### src/rtl/fetch_stage_pkg.sv
// rtl/fetch_stage_pkg.sv - shared fetch constants and the fetch packet type
package fetch_stage_pkg;

  localparam logic [15:0] RESET_PC_DEFAULT = 16'h0000;
  localparam logic [15:0] PC_INC_DEFAULT   = 16'd2;

  // One fetched instruction as seen by decode and execute.
  typedef struct packed {
    logic        valid;
    logic [15:0] pc;
    logic [15:0] instr;
    logic        pred_taken;
    logic [15:0] pred_target;
  } fetch_pkt_t;

endpackage

### src/rtl/fetch_instr_hold.sv
// rtl/fetch_instr_hold.sv - captures the in-flight imem word while decode stalls
module fetch_instr_hold (
  input  logic        clk,
  input  logic        reset,
  input  logic        flush_i,
  input  logic        stall_i,
  input  logic [15:0] rdata_i,
  output logic [15:0] instr_o
);

  logic        hold_valid_q, hold_valid_d;
  logic [15:0] instr_hold_q, instr_hold_d;

  // The first stall cycle still sees the word for the packet in flight;
  // later cycles see imem re-reading the stalled PC, so only capture once.
  always_comb begin
    hold_valid_d = hold_valid_q;
    instr_hold_d = instr_hold_q;
    if (flush_i) begin
      hold_valid_d = 1'b0;
    end else if (stall_i) begin
      if (!hold_valid_q) begin
        instr_hold_d = rdata_i;
        hold_valid_d = 1'b1;
      end
    end else begin
      hold_valid_d = 1'b0;
    end
  end

  always_ff @(posedge clk) begin
    if (reset) begin
      hold_valid_q <= 1'b0;
      instr_hold_q <= 16'h0000;
    end else begin
      hold_valid_q <= hold_valid_d;
      instr_hold_q <= instr_hold_d;
    end
  end

  assign instr_o = hold_valid_q ? instr_hold_q : rdata_i;

endmodule

### src/rtl/fetch_stage.sv
// rtl/fetch_stage.sv - PC register, next-PC selection and decode packet register
module fetch_stage
  import fetch_stage_pkg::*;
#(
  parameter logic [15:0] RESET_PC = RESET_PC_DEFAULT,
  parameter logic [15:0] PC_INC   = PC_INC_DEFAULT
) (
  input  logic        clk,
  input  logic        reset,
  output logic [15:0] o_btb_rPC,
  input  logic        i_btb_valid,
  input  logic [15:0] i_btb_BT,
  output logic [15:0] o_imem_addr,
  input  logic [15:0] i_imem_rdata,
  input  logic        i_stall,
  input  logic        i_redirect,
  input  logic [15:0] i_redirect_pc,
  output logic        o_valid,
  output logic [15:0] o_pc,
  output logic [15:0] o_instr,
  output logic        o_pred_taken,
  output logic [15:0] o_pred_target
);

  logic [15:0] pc_q, pc_d;
  logic        out_valid_q, out_valid_d;
  logic [15:0] out_pc_q, out_pc_d;
  logic        out_pred_taken_q, out_pred_taken_d;
  logic [15:0] out_pred_target_q, out_pred_target_d;
  logic [15:0] instr;
  fetch_pkt_t  pkt;

  always_comb begin
    pc_d              = pc_q;
    out_valid_d       = out_valid_q;
    out_pc_d          = out_pc_q;
    out_pred_taken_d  = out_pred_taken_q;
    out_pred_target_d = out_pred_target_q;
    if (i_redirect) begin
      pc_d        = i_redirect_pc;
      out_valid_d = 1'b0;
    end else if (!i_stall) begin
      pc_d              = i_btb_valid ? i_btb_BT : pc_q + PC_INC;
      out_valid_d       = 1'b1;
      out_pc_d          = pc_q;
      out_pred_taken_d  = i_btb_valid;
      out_pred_target_d = i_btb_valid ? i_btb_BT : 16'h0000;
    end
  end

  always_ff @(posedge clk) begin
    if (reset) begin
      pc_q              <= RESET_PC;
      out_valid_q       <= 1'b0;
      out_pc_q          <= 16'h0000;
      out_pred_taken_q  <= 1'b0;
      out_pred_target_q <= 16'h0000;
    end else begin
      pc_q              <= pc_d;
      out_valid_q       <= out_valid_d;
      out_pc_q          <= out_pc_d;
      out_pred_taken_q  <= out_pred_taken_d;
      out_pred_target_q <= out_pred_target_d;
    end
  end

  fetch_instr_hold u_instr_hold (
    .clk     (clk),
    .reset   (reset),
    .flush_i (i_redirect),
    .stall_i (i_stall),
    .rdata_i (i_imem_rdata),
    .instr_o (instr)
  );

  always_comb begin
    pkt.valid       = out_valid_q;
    pkt.pc          = out_pc_q;
    pkt.instr       = instr;
    pkt.pred_taken  = out_pred_taken_q;
    pkt.pred_target = out_pred_target_q;
  end

  assign o_btb_rPC     = pc_q;
  assign o_imem_addr   = pc_q;
  assign o_valid       = pkt.valid;
  assign o_pc          = pkt.pc;
  assign o_instr       = pkt.instr;
  assign o_pred_taken  = pkt.pred_taken;
  assign o_pred_target = pkt.pred_target;

endmodule

### config.mk
export PLATFORM = sky130hd
export DESIGN_NAME = fetch_stage
export DESIGN_NICKNAME = d
export VERILOG_FILES = /design/src/rtl/fetch_stage_pkg.sv /design/src/rtl/fetch_instr_hold.sv /design/src/rtl/fetch_stage.sv
export SDC_FILE = /design/constraint.sdc
export NUM_CORES = 1
export LEC_CHECK = 0
export ABC_AREA = 1
export CORE_MARGIN = 4
export CORE_UTILIZATION = 43
export DETAILED_ROUTE_END_ITERATION = 16
export GPL_TIMING_DRIVEN = 0
export PLACE_DENSITY = 0.85
export SLEW_MARGIN = 10
export SYNTH_ARGS = -nofsm -noshare
export SYNTH_HDL_FRONTEND = slang
export SYNTH_SLANG_ARGS = --single-unit
### constraint.sdc
create_clock -name clk -period 1.5 [get_ports clk]
set_input_delay 0.375 -clock clk [delete_from_list [all_inputs] [get_ports clk]]
set_output_delay 0.375 -clock clk [all_outputs]
set_load 0.02 [all_outputs]
Word level (Yosys, flattened, before mapping)
Cells that the tools add are included.

Add/sub/neg operators: 1. Equal/unequal tests: 1. Muxes and demuxes: 6. Bitwise operators: 2. Reductions and logical operators: 3.

Operator list (count): two-way mux 16 bit (5); adder 16 x 2 -> 16 bit, second input constant (1); AND reduction 2 bit (2); inequality test 2 x 1 -> 1 bit, second input constant (1); NOT 1 bit (2); OR reduction 2 bit (1); two-way mux 1 bit (1).

Register bits after elaboration: 67. Input port bits: 53. Output and inout port bits: 82. Word-level logic and storage cells: 20.

Depth between registers and ports, before layout
Gate-level depths: netlist of run 1.

Depth after elaboration: 4. Depth in mapped cells: 8. Gate-level depth less buffers: 8.

Hierarchy
Synthesis of run 1 repeated with hierarchy kept, for this count alone.

Cell total of the unflattened synthesis: 479. Area, all modules: 3300.7 um^2.

Modules (own cells, without submodules): fetch_stage (times used 1, cells an instance 322, area an instance 2357.3 um^2, sequential area each 1001.0 um^2); fetch_instr_hold (times used 1, cells an instance 157, area an instance 943.4 um^2, sequential area each 340.3 um^2).

Worst setup path after synthesis of run 1
OpenSTA, ideal clock, no wires.

Path kind: register to register. Start point: register pc_q[2] (netlist: o_btb_rPC[2]). End point: register pc_q[11] (netlist: o_btb_rPC[11]). Setup time: 132 ps. Arrival: 1356 ps. Data required time: 1368 ps. Setup slack: 12 ps. Cell stages (with the launch flop): 9. Buffers on the path: 0. Period minus slack after synthesis: 1488 ps. Cell sequence: dfxtp_1 -> ha_1 -> nand2_2 -> nor2_2 -> nand2_1 -> nor2_1 -> nand2_1 -> nand3_1 -> a21oi_1.

Longest elaborated chain between the ends: 4.

RTL lines: start: declaration (line fetch_stage.sv:25) `logic [15:0] pc_q, pc_d;`; start signal: assignment (line fetch_stage.sv:59) `pc_q <= pc_d;`; adder 16 x 2 -> 16 bit (line fetch_stage.sv:43) `pc_d = i_btb_valid ? i_btb_BT : pc_q + PC_INC;`; two-way mux 16 bit (line fetch_stage.sv:43); two-way mux 16 bit (line fetch_stage.sv:42) `end else if (!i_stall) begin`; two-way mux 16 bit (line fetch_stage.sv:39) `if (i_redirect) begin`.

Every way passes these cells. The select of a mux whose other input is x is not followed. A chain may end at the register's enable or synchronous reset.

Worst setup path in the final report of run 1
Start point: register u_instr_hold.hold_valid_q. End point: output o_instr[1].

Longest elaborated chain between the ends: 1.

RTL lines: start: declaration (line fetch_instr_hold.sv:11) `logic hold_valid_q, hold_valid_d;`; start signal: assignment (line fetch_instr_hold.sv:36) `hold_valid_q <= hold_valid_d;`; two-way mux 16 bit (line fetch_instr_hold.sv:41) `assign instr_o = hold_valid_q ? instr_hold_q : rdata_i;`; end: declaration (line fetch_stage.sv:20) `output logic [15:0] o_instr,`.

Every way passes these cells.

==> results of run 1 <==
[worst register-to-register path, cell delays in order (launching register included)]
cell and delay [ns]:
dfxtp_4 0.42, buf_6 0.13, buf_8 0.13, a21oi_2 0.07, buf_4 0.13, buf_4 0.12, buf_4 0.12, buf_4 0.12
nor2_1 0.12, a211oi_1 0.07
[final cells by class]
type / count / share of cell area
plain buffers: 39 / 0.0537
multi-input cells: 293 / 0.310
clock buffers: 12 / 0.0292
inverters: 35 / 0.0252
clock inverters: 4 / 0.00471
flip-flops and latches: 67 / 0.263
repair buffers: 160 / 0.292
well taps: 96 / 0.0226
[per-layer routing]
metal,up-vias,global-route usage
li1,1772,-
met5,-,0
met1,1715,0.323
met4,0,0.0794
met2,213,0.475
met3,31,0.0777
[registers in the layout (all words and copies together), names as in the netlist]
register	cells
o_btb_rPC	16
o_pc	16
o_pred_taken	1
o_pred_target	16
o_valid	1
u_instr_hold.hold_valid_q	1
u_instr_hold.instr_hold_q	16
[cell families after synthesis]
| group | count (synthesis) | share of synthesized area |
|---|---|---|
| compound gates | 118 | 0.216 |
| xor+xnor | 1 | 0.00277 |
| fa+ha+maj | 1 | 0.00396 |
| buf+inv | 75 | 0.120 |
| flops | 67 | 0.425 |
| simple gates | 173 | 0.233 |
[power by group]
group          switching [W]  total [W]  internal (W)
clock network       0.000697    0.00138      0.000685
registers          0.0000862    0.00197       0.00188
logic               0.000633    0.00118      0.000548
total                0.00142    0.00453       0.00311
[cells in the mapped netlist, types with 2 or more instances]
master / n
a211oi_1: 22
a211oi_2: 2
a21oi_1: 55
a22oi_1: 2
a31oi_1: 3
a41oi_1: 2
buf_1: 3
buf_2: 11
buf_4: 20
clkbuf_1: 5
dfxtp_1: 67
inv_1: 31
inv_2: 3
nand2_1: 65
nand3_1: 18
nand4_1: 4
nor2_1: 78
nor2_2: 2
nor2_4: 2
o21ai_0: 26
o21ai_1: 5
[path summary, 6_finish.rpt]
check / cells past startpoint / end / slack (ns) / startpoint
min reg2reg: 2 / o_pred_target[2] / 0.46 / o_pred_target[2]
max: 5 / o_instr[1] / -0.20 / u_instr_hold.hold_valid_q
max reg2reg: 9 / u_instr_hold.instr_hold_q[9] / -0.06 / u_instr_hold.hold_valid_q
min: 2 / o_pred_target[2] / 0.46 / o_pred_target[2]
[cells in the final DEF (no fill, tap or decap), drive strengths merged]
cell,netlist,layout
buf,35,77
inv,35,35
xor2,1,1
clkdlybuf4s15,0,16
nand2,67,67
a22oi,2,2
ha,1,1
clkinv,0,2
a22o,1,1
a211oi,24,24
nand4,4,4
dlygate4sd2,0,52
clkinvlp,0,2
o21ai,31,31
a21oi,55,55
a41oi,2,2
clkdlybuf4s50,0,47
dfxtp,67,67
nor2,83,83
nand3,19,19
a31oi,3,3
clkbuf,5,19
[stage by stage]
stage | std cells | hold slack [ns] | setup WS (ns) | instance area, um^2
after floorplan | 435 | 0.436 | 0.0118 | 3160
after global placement | 663 | 0.449 | -0.570 | 4600
after detailed placement | 663 | 0.452 | -0.594 | 4600
after CTS | 700 | 0.467 | -0.192 | 5120
after global routing | 706 | 0.491 | -0.235 | 5310
final | 706 | 0.463 | -0.204 | 5310
[timing repair]
item	CTS	global route
resized for setup	258	45
setup endpoints to repair	98	62
gates cloned	2	0
pin swaps	10	7
buffers inserted	20	9
==> results.ini, run 1 <==
[status]
status = complete, but fails checks
violations = setup timing

[route]
top_layer_used = met4
drc = 0
antenna_left = 0
drtIter0Drc = 261
route.met2.wl_um = 6080
met3_length_um = 1150
vias = 3731
wl_per_cell_um = 17.4
wl_um = 12300
via_per_inst = 5.28
wl_met1_um = 4770
first_pass_iters = 5

[cells_and_area]
drive_above_1_share = 0.280
fill_cells = 506
fin_nets = 659
antenna_cells = 0
syn2layout_area_growth_pct = 68.2
final_util = 0.761
multi_input_area_um2 = 1650
seq_area_um2 = 1400

[sta]
slew_violations = 0
fin_crit_sh = 1.14
setup_viol = 17
clock.fmax_mhz = 587
slew_headroom = 0.628
fin_ws_ns = -0.204
tightest_slew_ns = 0.557
rsz0062_at_grt = yes
setup_tns_ns = -2.78
hold_viol_final = 0
skew_ns = 0.00678
period_minus_slack_ns = 1.70

[synthesis]
syn-mean-instance-area_um2 = 7.26
syn_nets = 489
synth_async_sr_flop_share = 0
synth.largest_area_cell = dfxtp_1
synth_edf_count = 0
ys_seq_area_frac = 0.425
yosys-top-cells-area = dfxtp_1, nor2_1, a21oi_1, nand2_1, a211oi_1
synth_area_um2 = 3160
synthFlopType = dfxtp_1
synth_top_cell_area_share = 0.425
synth_cells = 435
yosys_warnings = 0
ys_ff_latch = 67
ys_types = 30

[floorplan]
start_util = 0.452
fp.dieH_um = 93.7
core_um2 = 6980
die-area_um2 = 8780
num_rows = 30
die_x_um = 93.7
io_pins = 135

[grt]
track_usage = 0.272
grt_pass1_vias = 3716
grt_overflow_total = 0
grt_pass1_wl_um = 18700
antenna_found_initial = 0
grt_max_degree = 20

[critical_path]
critPathArrivalTime_ns = 1.33
slowest_stage = dfxtp_4
cp.required_ns = 1.12
crit_top_cell = buf_6
cp_cell_sequence = buf_6, buf_8, nor2_4, a21oi_4, buf_6
critPathTopFamily = flip-flops
critical_path_class = reg -> out
cp_num_buf_inv = 3
path_max_fanout = 6
slowest_delay_ns = 0.42
cp-start-kind = register
endpoint_kind = output pin

[run]
maxCapViolations = 0

[clocking]
clockBufferDepth = 2
root_buffer = clkbuf_8
clk_pin_slew_worst_paths_ns = 0.07
cts_max_level = 3
cts_buffers = 9
cts_tree = done
holdBufCountCts = 0
clkSinkCount = 67
clk_latency_ns = 0.35

[power]
p_leak_nw = 2.29
powerDensity_nw_per_um2 = 853
peakVddDrop_mv = 0.546
power_w = 0.00453

[place]
routabilityCongestion = 0.867
port_buffers = 132
dp_hpwl_um = 8340

[min_path]
min_path_type = reg -> reg

No activity file was read; power rests on OpenSTA's default activity.
==> inputs of run 2 (changes only) <==
Settings changed: CORE_ASPECT_RATIO from default to 1.5, CTS_CLUSTER_SIZE from default to 14.
==> run 2 against run 1 <==
Compared with the run above:
- the flow still finishes with violations (setup timing)
- clock power rose by 25%
- clock skew rose by 0.0011 ns
- first-iteration DRC count fell by 6.1%
- total power rose by 9.2%
- combinational power rose by 6%
- global-route usage rose by 1.4 points
- sequential power barely moved
- wire length rose by 9.2%
- worst setup slack got worse by 0.078 ns
- critical path depth fell by 1
- hold slack barely moved
- die area rose by 0.32%
- critical path type unchanged
==> results.ini, run 2 (synthesis gave the netlist of run 1 again) <==
[critical_path]
rr_startpoint = u_instr_hold.hold_valid_q
path_max_fanout = 5  ; -1
rrSetupSlack_ns = -0.08  ; -0.02 ns
cp.required_ns = 1.12  ; about the same
critical_path_class = reg -> out
cp-startpoint = u_instr_hold.hold_valid_q
cp-start-kind = register
reg2regPathDepth = 10  ; +1
endpoint_kind = output pin
critPathArrivalTime_ns = 1.41  ; +0.08 ns

[place]
routabilityCongestion = 0.852  ; -1.7%
dp_hpwl_um = 8330  ; about the same
port_buffers = 132  ; unchanged

[sta]
fin_ws_ns = -0.283  ; -0.0783 ns
tightest_slew_ns = 0.542  ; -0.0157 ns
fin_crit_sh = 1.19  ; +0.0522
setup_viol = 18  ; +1
clock.fmax_mhz = 561  ; -4.4%
slew_violations = 0  ; unchanged
skew_ns = 0.00787  ; +0.00109 ns
rsz0062_at_grt = yes
hold_viol_final = 0  ; unchanged
period_minus_slack_ns = 1.78  ; +0.0783 ns
whs_ns = 0.462  ; -0.000221 ns
slew_headroom = 0.639  ; +0.0104

[cells_and_area]
fin_nets = 673  ; +2.1%
drive_above_1_share = 0.301  ; +0.0210
fill_cells = 499  ; -1.4%
antenna_cells = 0  ; unchanged
final_util = 0.760  ; -0.00109
layout_common_cells = nor2_1, nand2_1, buf_4
syn2layout_area_growth_pct = 72.7

[floorplan]
start_util = 0.440  ; -0.0125
fp.dieH_um = 113  ; +21%
die-area_um2 = 8810  ; +0.32%
num_rows = 38  ; +27%
core_um2 = 7180  ; +2.8%
die_x_um = 78.0  ; -17%
io_pins = 135  ; unchanged

[power]
p_int_w = 0.00344  ; +11%
power_switching_w = 0.00151  ; +6.3%
p_leak_nw = 2.39  ; +4.1%
comb_power_share = 0.253  ; -0.008
peakVddDrop_mv = 0.666  ; +22%
clockPowerShare = 0.351  ; +0.046
p_seq_frac = 0.397  ; -0.037
powerDensity_nw_per_um2 = 907  ; +6.3%
swShare = 0.305  ; -0.00832

[min_path]
min-delay-start = o_pred_target[2]
min_path_type = reg -> reg
holdPathStages = 2  ; unchanged

[clocking]
clk_pin_slew_worst_paths_ns = 0.08  ; about the same
holdBufCountCts = 0  ; unchanged
clockBufferDepth = 2  ; unchanged
clkSinkCount = 67  ; unchanged
root_buffer = clkbuf_8
cts_tree = done
cts_max_level = 3  ; unchanged
clk_latency_ns = 0.36  ; about the same
cts_buffers = 9  ; unchanged

[grt]
grt_pass1_wl_um = 19800  ; +6.0%
grt_overflow_total = 0  ; unchanged
grt_max_degree = 20  ; unchanged
grt_pass1_vias = 3933  ; +5.8%
antenna_found_initial = 0  ; unchanged
track_usage = 0.286  ; +0.0143

[route]
wl_per_cell_um = 18.6  ; +6.5%
wl_um = 13400  ; +9.2%
drc = 0  ; unchanged
drtIter0Drc = 245  ; -6.1%
antenna_left = 0  ; unchanged
vias = 3858  ; +3.4%
first_pass_iters = 5  ; unchanged
via_per_inst = 5.33  ; +0.83%

[run]
maxCapViolations = 0  ; unchanged

[status]
status = complete, but fails checks
violations = setup timing

run 2: changes by cell type in the layout (fill, tap and decap cells not counted), sizes merged:
cell,before,now
clkinv,2,3
dlygate4sd2,52,53
clkinvlp,2,0
bufinv,0,2
inv,35,36
buf,77,93
clkbuf,19,15
clkdlybuf4s50,47,44
clkdlybuf4s15,16,17
dlymetal6s2s,0,1
run 2: cell type report:
class	instances	area (um^2)	share of cell area
Sequential cell	67	1400	0.257
Inverter	35	134	0.0245
Timing Repair Buffer	174	1620	0.297
Tap cell	100	125	0.0229
Clock buffer	10	138	0.0252
Buffer	39	283	0.0518
Multi-Input combinational cell	293	1670	0.306
Clock inverter	6	87.6	0.0161
run 2: worst paths after layout:
check | endpoint
setup / recovery | o_instr[6]
hold / removal | o_pred_target[2]
setup reg to reg | u_instr_hold.instr_hold_q[5]
hold reg to reg | o_pred_target[2]
run 2: per-layer routing:
layer / global-route usage / wire (um) / vias to the layer above
li1: - / - / 1798
met4: 0.123 / 425 / 0
met5: 0 / 0 / -
met1: 0.317 / 5060 / 1849
met3: 0.0478 / 718 / 35
met2: 0.531 / 7240 / 176
run 2: power by group through the flow:
stage | clock, W | sequential, W | combinational [W]
global placement | 0 | 0.00201 | 0.00103
finish | 0.00173 | 0.00196 | 0.00125
floorplan | 0 | 0.00208 | 0.000443
detailed placement | 0 | 0.00201 | 0.00104
CTS | 0.00173 | 0.00197 | 0.00112
global route | 0.00182 | 0.00198 | 0.00133
run 2: metrics by stage:
step | cell area [um^2] | total power, W | TNS [ns] | setup slack, ns | instances
floorplan | 3160 | 0.00252 | 0 | 0.0118 | 435
global placement | 4600 | 0.00304 | -29.72 | -0.556 | 667
detailed placement | 4600 | 0.00305 | -31.59 | -0.597 | 667
CTS | 5220 | 0.00482 | -2.06 | -0.188 | 719
global route | 5460 | 0.00512 | -3.85 | -0.312 | 724
finish | 5460 | 0.00495 | -3.24 | -0.283 | 724
run 2: worst max-delay path, cell delays in order, from the launching register on:
cell     delay (ns)
dfxtp_4        0.41
buf_6          0.17
nor2_1         0.06
a21oi_1        0.21
buf_4          0.19
run 2: what timing repair did:
| item | 4_1_cts | 5_1_grt |
|---|---|---|
| resized for setup | 247 | 56 |
| cloned | 1 | 0 |
| setup buffers | 36 | 11 |
| endpoints found under the setup margin | 99 | 58 |
| pin swaps | 11 | 5 |
